`src/rtl/reservation_station_pkg.sv`:
```
// Shared types for the reservation station: operation names, issue payloads,
// dispatch payload, CDB broadcast and the internal per-entry record.
package reservation_station_pkg;

   localparam int unsigned XLEN  = 32;
   localparam int unsigned TAG_W = 6;

   typedef enum logic [3:0] {
      I_ADD, I_SUB, I_AND, I_OR, I_XOR, I_SLT, I_BEQ, I_BNE, I_LW, I_SW, I_NOP
   } instr_name_e;

   typedef struct packed {
      logic [TAG_W-1:0] src1;
      logic [TAG_W-1:0] src2;
      logic [TAG_W-1:0] dest;
   } src_dest_t;

   typedef struct packed {
      logic [XLEN-1:0]  address;
      logic [XLEN-1:0]  immediate;
      instr_name_e      instr_name;
      logic [XLEN-1:0]  src1_val;
      logic [XLEN-1:0]  src2_val;
      logic [TAG_W-1:0] dest;
   } rs_entry_t;

   typedef struct packed {
      logic             valid;
      logic [TAG_W-1:0] tag;
      logic [XLEN-1:0]  data;
   } cdb_t;

   typedef struct packed {
      logic                  valid;
      logic [XLEN-1:0]       address;
      logic [XLEN-1:0]       immediate;
      instr_name_e           instr_name;
      logic [TAG_W-1:0]      dest;
      logic [1:0][TAG_W-1:0] tag;
      logic [1:0][XLEN-1:0]  val;
      logic [1:0]            rdy;
   } rs_slot_t;

   // Capture a CDB result into any waiting source of a valid slot.
   function automatic rs_slot_t slot_snoop(input rs_slot_t s, input cdb_t cdb);
      rs_slot_t r;
      r = s;
      for (int k = 0; k < 2; k++) begin
         if (r.valid && !r.rdy[k] && cdb.valid && (r.tag[k] == cdb.tag)) begin
            r.rdy[k] = 1'b1;
            r.val[k] = cdb.data;
         end
      end
      return r;
   endfunction

endpackage

```
`src/rtl/reservation_station_select.sv`:
```
// Priority picker: index of the lowest-numbered ready entry plus a found flag.
module rs_select #(
   parameter int unsigned DEPTH = 8,
   parameter int unsigned IDX_W = $clog2(DEPTH)
) (
   input  logic [DEPTH-1:0] ready,
   output logic [IDX_W-1:0] idx,
   output logic             found
);

   // Scanning downward lets the lowest ready index win.
   always_comb begin
      idx   = '0;
      found = 1'b0;
      for (int i = int'(DEPTH) - 1; i >= 0; i--) begin
         if (ready[i]) begin
            idx   = IDX_W'(i);
            found = 1'b1;
         end
      end
   end

endmodule

```
`src/rtl/reservation_station.sv`:
```
// Collapsing-queue reservation station: two-wide insert, CDB snoop,
// oldest-ready dispatch with compaction, flush and fullness report.
module reservation_station #(
   parameter int unsigned XLEN  = 32,
   parameter int unsigned DEPTH = 8,
   parameter int unsigned TAG_W = 6
) (
   input  logic                                   clk,
   input  logic                                   reset,
   input  logic                                   flush,
   input  logic                                   in_valid      [2],
   input  logic [XLEN-1:0]                        in_address    [2],
   input  logic [XLEN-1:0]                        in_immediate  [2],
   input  reservation_station_pkg::instr_name_e   in_instr_name [2],
   input  reservation_station_pkg::src_dest_t     in_regs       [2],
   input  logic [XLEN-1:0]                        in_src_val    [2][2],
   input  logic                                   in_src_rdy    [2][2],
   input  logic                                   cdb_valid,
   input  logic [TAG_W-1:0]                       cdb_tag,
   input  logic [XLEN-1:0]                        cdb_data,
   output logic                                   full,
   output logic                                   out_valid,
   input  logic                                   out_ready,
   output reservation_station_pkg::rs_entry_t     out_entry
);

   import reservation_station_pkg::*;

   localparam int unsigned IDX_W = $clog2(DEPTH);
   localparam int unsigned CNT_W = $clog2(DEPTH + 1);

   rs_slot_t         entries  [DEPTH];
   rs_slot_t         snp      [DEPTH];
   rs_slot_t         upper    [DEPTH];
   rs_slot_t         nxt      [DEPTH];
   rs_slot_t         incoming [2];
   logic             ins_ok   [2];
   logic [CNT_W-1:0] count;
   logic [CNT_W-1:0] nxt_count;
   logic [DEPTH-1:0] ready;
   logic [IDX_W-1:0] sel;
   logic             found;
   logic             dispatch;
   cdb_t             cdb;
   int               pos0;
   int               pos1;

   assign cdb = '{valid: cdb_valid, tag: cdb_tag, data: cdb_data};

   always_comb begin
      for (int i = 0; i < int'(DEPTH); i++) begin
         ready[i] = entries[i].valid & (&entries[i].rdy);
      end
   end

   rs_select #(.DEPTH(DEPTH), .IDX_W(IDX_W)) u_select (
      .ready (ready),
      .idx   (sel),
      .found (found)
   );

   // Dispatch port is driven straight from the registered entries.
   always_comb begin
      out_valid = found & ~flush;
      out_entry = '0;
      for (int i = 0; i < int'(DEPTH); i++) begin
         if (IDX_W'(i) == sel) begin
            out_entry.address    = entries[i].address;
            out_entry.immediate  = entries[i].immediate;
            out_entry.instr_name = entries[i].instr_name;
            out_entry.src1_val   = entries[i].val[0];
            out_entry.src2_val   = entries[i].val[1];
            out_entry.dest       = entries[i].dest;
         end
      end
   end

   // Incoming slots pick up a same-cycle CDB result before being stored.
   always_comb begin
      for (int k = 0; k < 2; k++) begin
         incoming[k]            = '0;
         incoming[k].valid      = 1'b1;
         incoming[k].address    = in_address[k];
         incoming[k].immediate  = in_immediate[k];
         incoming[k].instr_name = in_instr_name[k];
         incoming[k].dest       = in_regs[k].dest;
         incoming[k].tag[0]     = in_regs[k].src1;
         incoming[k].tag[1]     = in_regs[k].src2;
         incoming[k].val[0]     = in_src_val[k][0];
         incoming[k].val[1]     = in_src_val[k][1];
         incoming[k].rdy[0]     = in_src_rdy[k][0];
         incoming[k].rdy[1]     = in_src_rdy[k][1];
         incoming[k]            = slot_snoop(incoming[k], cdb);
      end
   end

   // Next state: snoop, close the gap left by a dispatch, then append inserts.
   always_comb begin
      dispatch = out_valid & out_ready;
      for (int i = 0; i < int'(DEPTH); i++) begin
         snp[i] = slot_snoop(entries[i], cdb);
      end
      for (int i = 0; i < int'(DEPTH) - 1; i++) begin
         upper[i] = snp[i + 1];
      end
      upper[DEPTH-1] = '0;
      for (int i = 0; i < int'(DEPTH); i++) begin
         nxt[i] = (dispatch && (i >= int'(sel))) ? upper[i] : snp[i];
      end

      pos0      = int'(count) - int'(dispatch);
      ins_ok[0] = in_valid[0] && (pos0 < int'(DEPTH));
      pos1      = pos0 + int'(ins_ok[0]);
      ins_ok[1] = in_valid[1] && (pos1 < int'(DEPTH));
      for (int i = 0; i < int'(DEPTH); i++) begin
         if (ins_ok[0] && (i == pos0)) nxt[i] = incoming[0];
         if (ins_ok[1] && (i == pos1)) nxt[i] = incoming[1];
      end
      nxt_count = CNT_W'(pos1 + int'(ins_ok[1]));

      if (flush) begin
         for (int i = 0; i < int'(DEPTH); i++) begin
            nxt[i] = '0;
         end
         nxt_count = '0;
      end
   end

   always_ff @(posedge clk) begin
      if (!reset) begin
         count <= '0;
         full  <= 1'b0;
         for (int i = 0; i < int'(DEPTH); i++) begin
            entries[i] <= '0;
         end
      end else begin
         count <= nxt_count;
         full  <= int'(nxt_count) > (int'(DEPTH) - 2);
         for (int i = 0; i < int'(DEPTH); i++) begin
            entries[i] <= nxt[i];
         end
      end
   end

   // An issuer that ignores full loses the overflowing slot.
   always_ff @(posedge clk) begin
      if (reset && !flush) begin
         a_no_overflow: assert (!(in_valid[0] && !ins_ok[0]) && !(in_valid[1] && !ins_ok[1]));
      end
   end

endmodule

```
`config.mk`:
```
export PLATFORM = sky130hd
export DESIGN_NAME = reservation_station
export DESIGN_NICKNAME = d
export VERILOG_FILES = /design/src/rtl/reservation_station_pkg.sv /design/src/rtl/reservation_station_select.sv /design/src/rtl/reservation_station.sv
export SDC_FILE = /design/constraint.sdc
export NUM_CORES = 2
export LEC_CHECK = 0
export CORE_AREA = 2 2 512 514
export CTS_CLUSTER_DIAMETER = 120
export CTS_CLUSTER_SIZE = 25
export DETAILED_ROUTE_END_ITERATION = 6
export DIE_AREA = 0 0 514 516
export GPL_TIMING_DRIVEN = 0
export PLACE_DENSITY = 0.47
export SLEW_MARGIN = 20
export SYNTH_ARGS = -nofsm -noshare
export SYNTH_HDL_FRONTEND = slang
export SYNTH_SLANG_ARGS = --single-unit
```
`constraint.sdc`:
```
create_clock -name clk -period 4.6 [get_ports clk]
set_input_delay 0.69 -clock clk [delete_from_list [all_inputs] [get_ports clk]]
set_output_delay 0.69 -clock clk [all_outputs]
set_load 0.005 [all_outputs]
```
==> flow_metrics.env <==
export IMPL_status="complete, but fails checks"
export IMPL_fmax_mhz=202
export IMPL_drv_slew=0
export IMPL_worstSetupPathType="register to register"
export IMPL_fp_dieH_um=516
export IMPL_grt_pass1_wl_um=866000
export IMPL_htreeDepth=3
export IMPL_post_place_cells=14600
export IMPL_hold_viol_final=0
export IMPL_crit_fanout=8
export IMPL_fp_dieArea_um2=265000
export IMPL_syn_to_final_growth_pct=26.2
export IMPL_powerDensity_nw_per_um2=249
export IMPL_crit_slowest_cell="o31ai_4"
export IMPL_cp_num_buf_inv=11
export IMPL_syn_nets=11100
export IMPL_clock_root_buffer="clkbuf_16"
export IMPL_startpoint="entries[0][152]$_SDFFE_PP0P_"
export IMPL_p_leak_nw=34.8
export IMPL_fin_ws_ns=-0.341
export IMPL_numPortBuffers=389
export IMPL_grt_usage=0.479
export IMPL_fill_cells=27200
export IMPL_fin_crit_ns=4.94
export IMPL_period_share=1.07
export IMPL_hpwl_um=490000
export IMPL_num_rows=187
export IMPL_ys_seq_elements=1229
export IMPL_grt_max_degree=26
export IMPL_fp_dieW_um=514
export IMPL_drt_iter0_drc=15400
export IMPL_grt_overflow=0
export IMPL_cts_tree="yes"
export IMPL_initial_core_util=0.299
export IMPL_layoutNonFillerInstCount=15000
export IMPL_synth_async_reset_ratio=0
export IMPL_cts_sinks=1229
export IMPL_rsz0062_at_grt="yes"
export IMPL_finalPower_mw=24.4
export IMPL_dr_pass1_iters=7
export IMPL_maxSlewHeadroom=0.0566
export IMPL_ys_warn_count=0
export IMPL_final_nets=11800
export IMPL_cp_top_family="buffers and inverters"
export IMPL_core_area_um2=259000
export IMPL_vias=102000
export IMPL_tightest_slew_ns=1.42
export IMPL_hold_start="in_immediate[38]"
export IMPL_clock_skew_ns=0.0575
export IMPL_peakVddDrop_uv=305
export IMPL_setup_viol=1270
export IMPL_synthFlopType="dfxtp_1"
export IMPL_arrival_ns=5.67
export IMPL_synth_edf_count=0
export IMPL_drc_errors=13
export IMPL_end_kind="register"
export IMPL_ys_seq_area_frac=0.317
export IMPL_gp_congestion=1.03
export IMPL_ctsHoldBuffers=0
export IMPL_ys_types=76
export IMPL_cp_start_kind="register"
export IMPL_insertion_delay_ns=0.82
export IMPL_wirelength_um=669000
export IMPL_path_clk_slew_ns=0.12
export IMPL_syn_inst=10700
export IMPL_post_place_ws_ns=-4.20
export IMPL_hold_class="primary input to register"
export IMPL_clk_path_buf_depth=3
export IMPL_slowest_delay_ns=0.44
export IMPL_io_pins=489
export IMPL_maxCapViolations=0
export IMPL_synth_area_um2=77500
export IMPL_grt_pass1_vias=93600
export IMPL_crit_reg2reg_launch="entries[0][152]$_SDFFE_PP0P_"
export IMPL_antenna_found_initial=122
export IMPL_drive_gt1_frac=0.153
export IMPL_worstPathRequired_ns=5.33
export IMPL_violations="DRC, setup timing"
export IMPL_synth_area_per_cell_um2=7.24
export IMPL_ant_nets=0
export IMPL_cts_buffers=66
export IMPL_wire_per_inst_um=44.6
export IMPL_vias_per_cell=6.80
power by group:
| group | leakage, nW | switching, mW | total [mW] | internal [mW] |
|---|---|---|---|---|
| registers | 9.95 | 0.206 | 11.1 | 10.9 |
| logic | 23.8 | 3.52 | 5.23 | 1.71 |
| clock network | 1.04 | 4.95 | 8.07 | 3.12 |
| total | 34.8 | 8.68 | 24.4 | 15.7 |
layer usage:
metal,share of wire,GRT usage,wire (um),vias to the layer above
li1,-,-,-,41100
met1,0.36,0.545,241000,50000
met2,0.41,0.694,275000,8641
met3,0.13,0.188,84500,2254
met4,0.10,0.422,67800,44
met5,0.00058,0,389,-
kinds of logic after synthesis:
logic type	count (synthesis)	synth area share
xor gates and xnor gates	127	0.0145
muxes	492	0.0672
adders and majority gates	6	0.000969
DFF	1229	0.317
AOI/OAI and AO/OA	3743	0.328
buffers and inverters	1306	0.0681
and+or+nand+nor	3806	0.203
synthesized netlist by cell type (70+ instances only):
| library cell | instances | area share |
|---|---|---|
| nor2_1 | 1680 | 0.081 |
| a22oi_1 | 138 | 0.013 |
| o22a_1 | 128 | 0.014 |
| a21oi_1 | 705 | 0.046 |
| mux2i_1 | 263 | 0.034 |
| nand3_1 | 229 | 0.015 |
| a221oi_1 | 207 | 0.023 |
| clkbuf_1 | 973 | 0.047 |
| o22ai_1 | 157 | 0.013 |
| a311o_1 | 86 | 0.011 |
| nor3_1 | 647 | 0.042 |
| o221ai_1 | 162 | 0.018 |
| o211ai_1 | 253 | 0.025 |
| clkbuf_2 | 70 | 0.0045 |
| buf_2 | 144 | 0.0093 |
| nand2_1 | 1130 | 0.055 |
| o21a_1 | 75 | 0.0073 |
| a211oi_1 | 373 | 0.036 |
| a31oi_1 | 222 | 0.018 |
| o311ai_0 | 95 | 0.011 |
| buf_1 | 84 | 0.0041 |
| dfxtp_1 | 1229 | 0.32 |
| o21ai_0 | 826 | 0.053 |
| mux2_2 | 229 | 0.033 |
cell usage in the layout (no fill, tap or decap), types with 229 or more instances in the layout:
cell | synthesis | layout
nand2_1 | 1130 | 1098
mux2_2 | 229 | 229
dfxtp_1 | 1229 | 1205
nor2_1 | 1680 | 1658
a211oi_1 | 373 | 371
nor3_1 | 647 | 637
clkdlybuf4s50_1 | 0 | 364
clkbuf_1 | 973 | 474
clkbuf_2 | 70 | 343
o211ai_1 | 253 | 253
o21ai_0 | 826 | 780
a21oi_1 | 705 | 661
timing repair:
action | 4_1_cts | 5_1_grt
setup buffers | 98 | 71
pin swaps | 46 | 94
setup endpoints to repair | 1368 | 1340
resized for setup | 1010 | 656
gates cloned | 13 | 16
cell type report:
| class | count | area [um2] | area share |
|---|---|---|---|
| Multi-Input combinational cell | 8174 | 49400 | 0.505 |
| Sequential cell | 1229 | 24700 | 0.252 |
| Timing Repair Buffer | 686 | 8730 | 0.0893 |
| Buffer | 1287 | 8270 | 0.0846 |
| Tap cell | 3402 | 4260 | 0.0435 |
| Clock buffer | 75 | 1780 | 0.0182 |
| Clock inverter | 27 | 367 | 0.00375 |
| Antenna cell | 102 | 255 | 0.00261 |
| Inverter | 11 | 45.0 | 0.000461 |
per-stage QoR:
step | util | area [um2] | setup TNS (ns) | hold slack, ns
finish | 0.377 | 97800 | -207.09 | 0.313
global route | 0.376 | 97600 | -214.20 | 0.339
CTS | 0.367 | 95100 | -52.79 | 0.291
detailed placement | 0.342 | 88600 | -4241.65 | 0.461
global placement | 0.330 | 85700 | -5906.25 | 0.456
floorplan | - | 77500 | 0 | 0.446
final timing paths:
path / to / cells past startpoint / slack (ns)
max reg2reg: entries[0][78]$_SDFFE_PP0P_ / 27 / -0.34
max: entries[0][78]$_SDFFE_PP0P_ / 27 / -0.34
min reg2reg: entries[1][434]$_SDFFE_PP0P_ / 2 / 0.48
min: entries[1][553]$_SDFFE_PP0P_ / 3 / 0.31
tightest hold or removal path, cell delays in order:
cell and delay [ns]:
buf_4 0.15, a221oi_1 0.10, nor3_1 0.12
state kept, by name (all words and copies together) (netlist names):
signal   count
count        4
full         1
entries   1224
(Power assumes the default switching activity.)
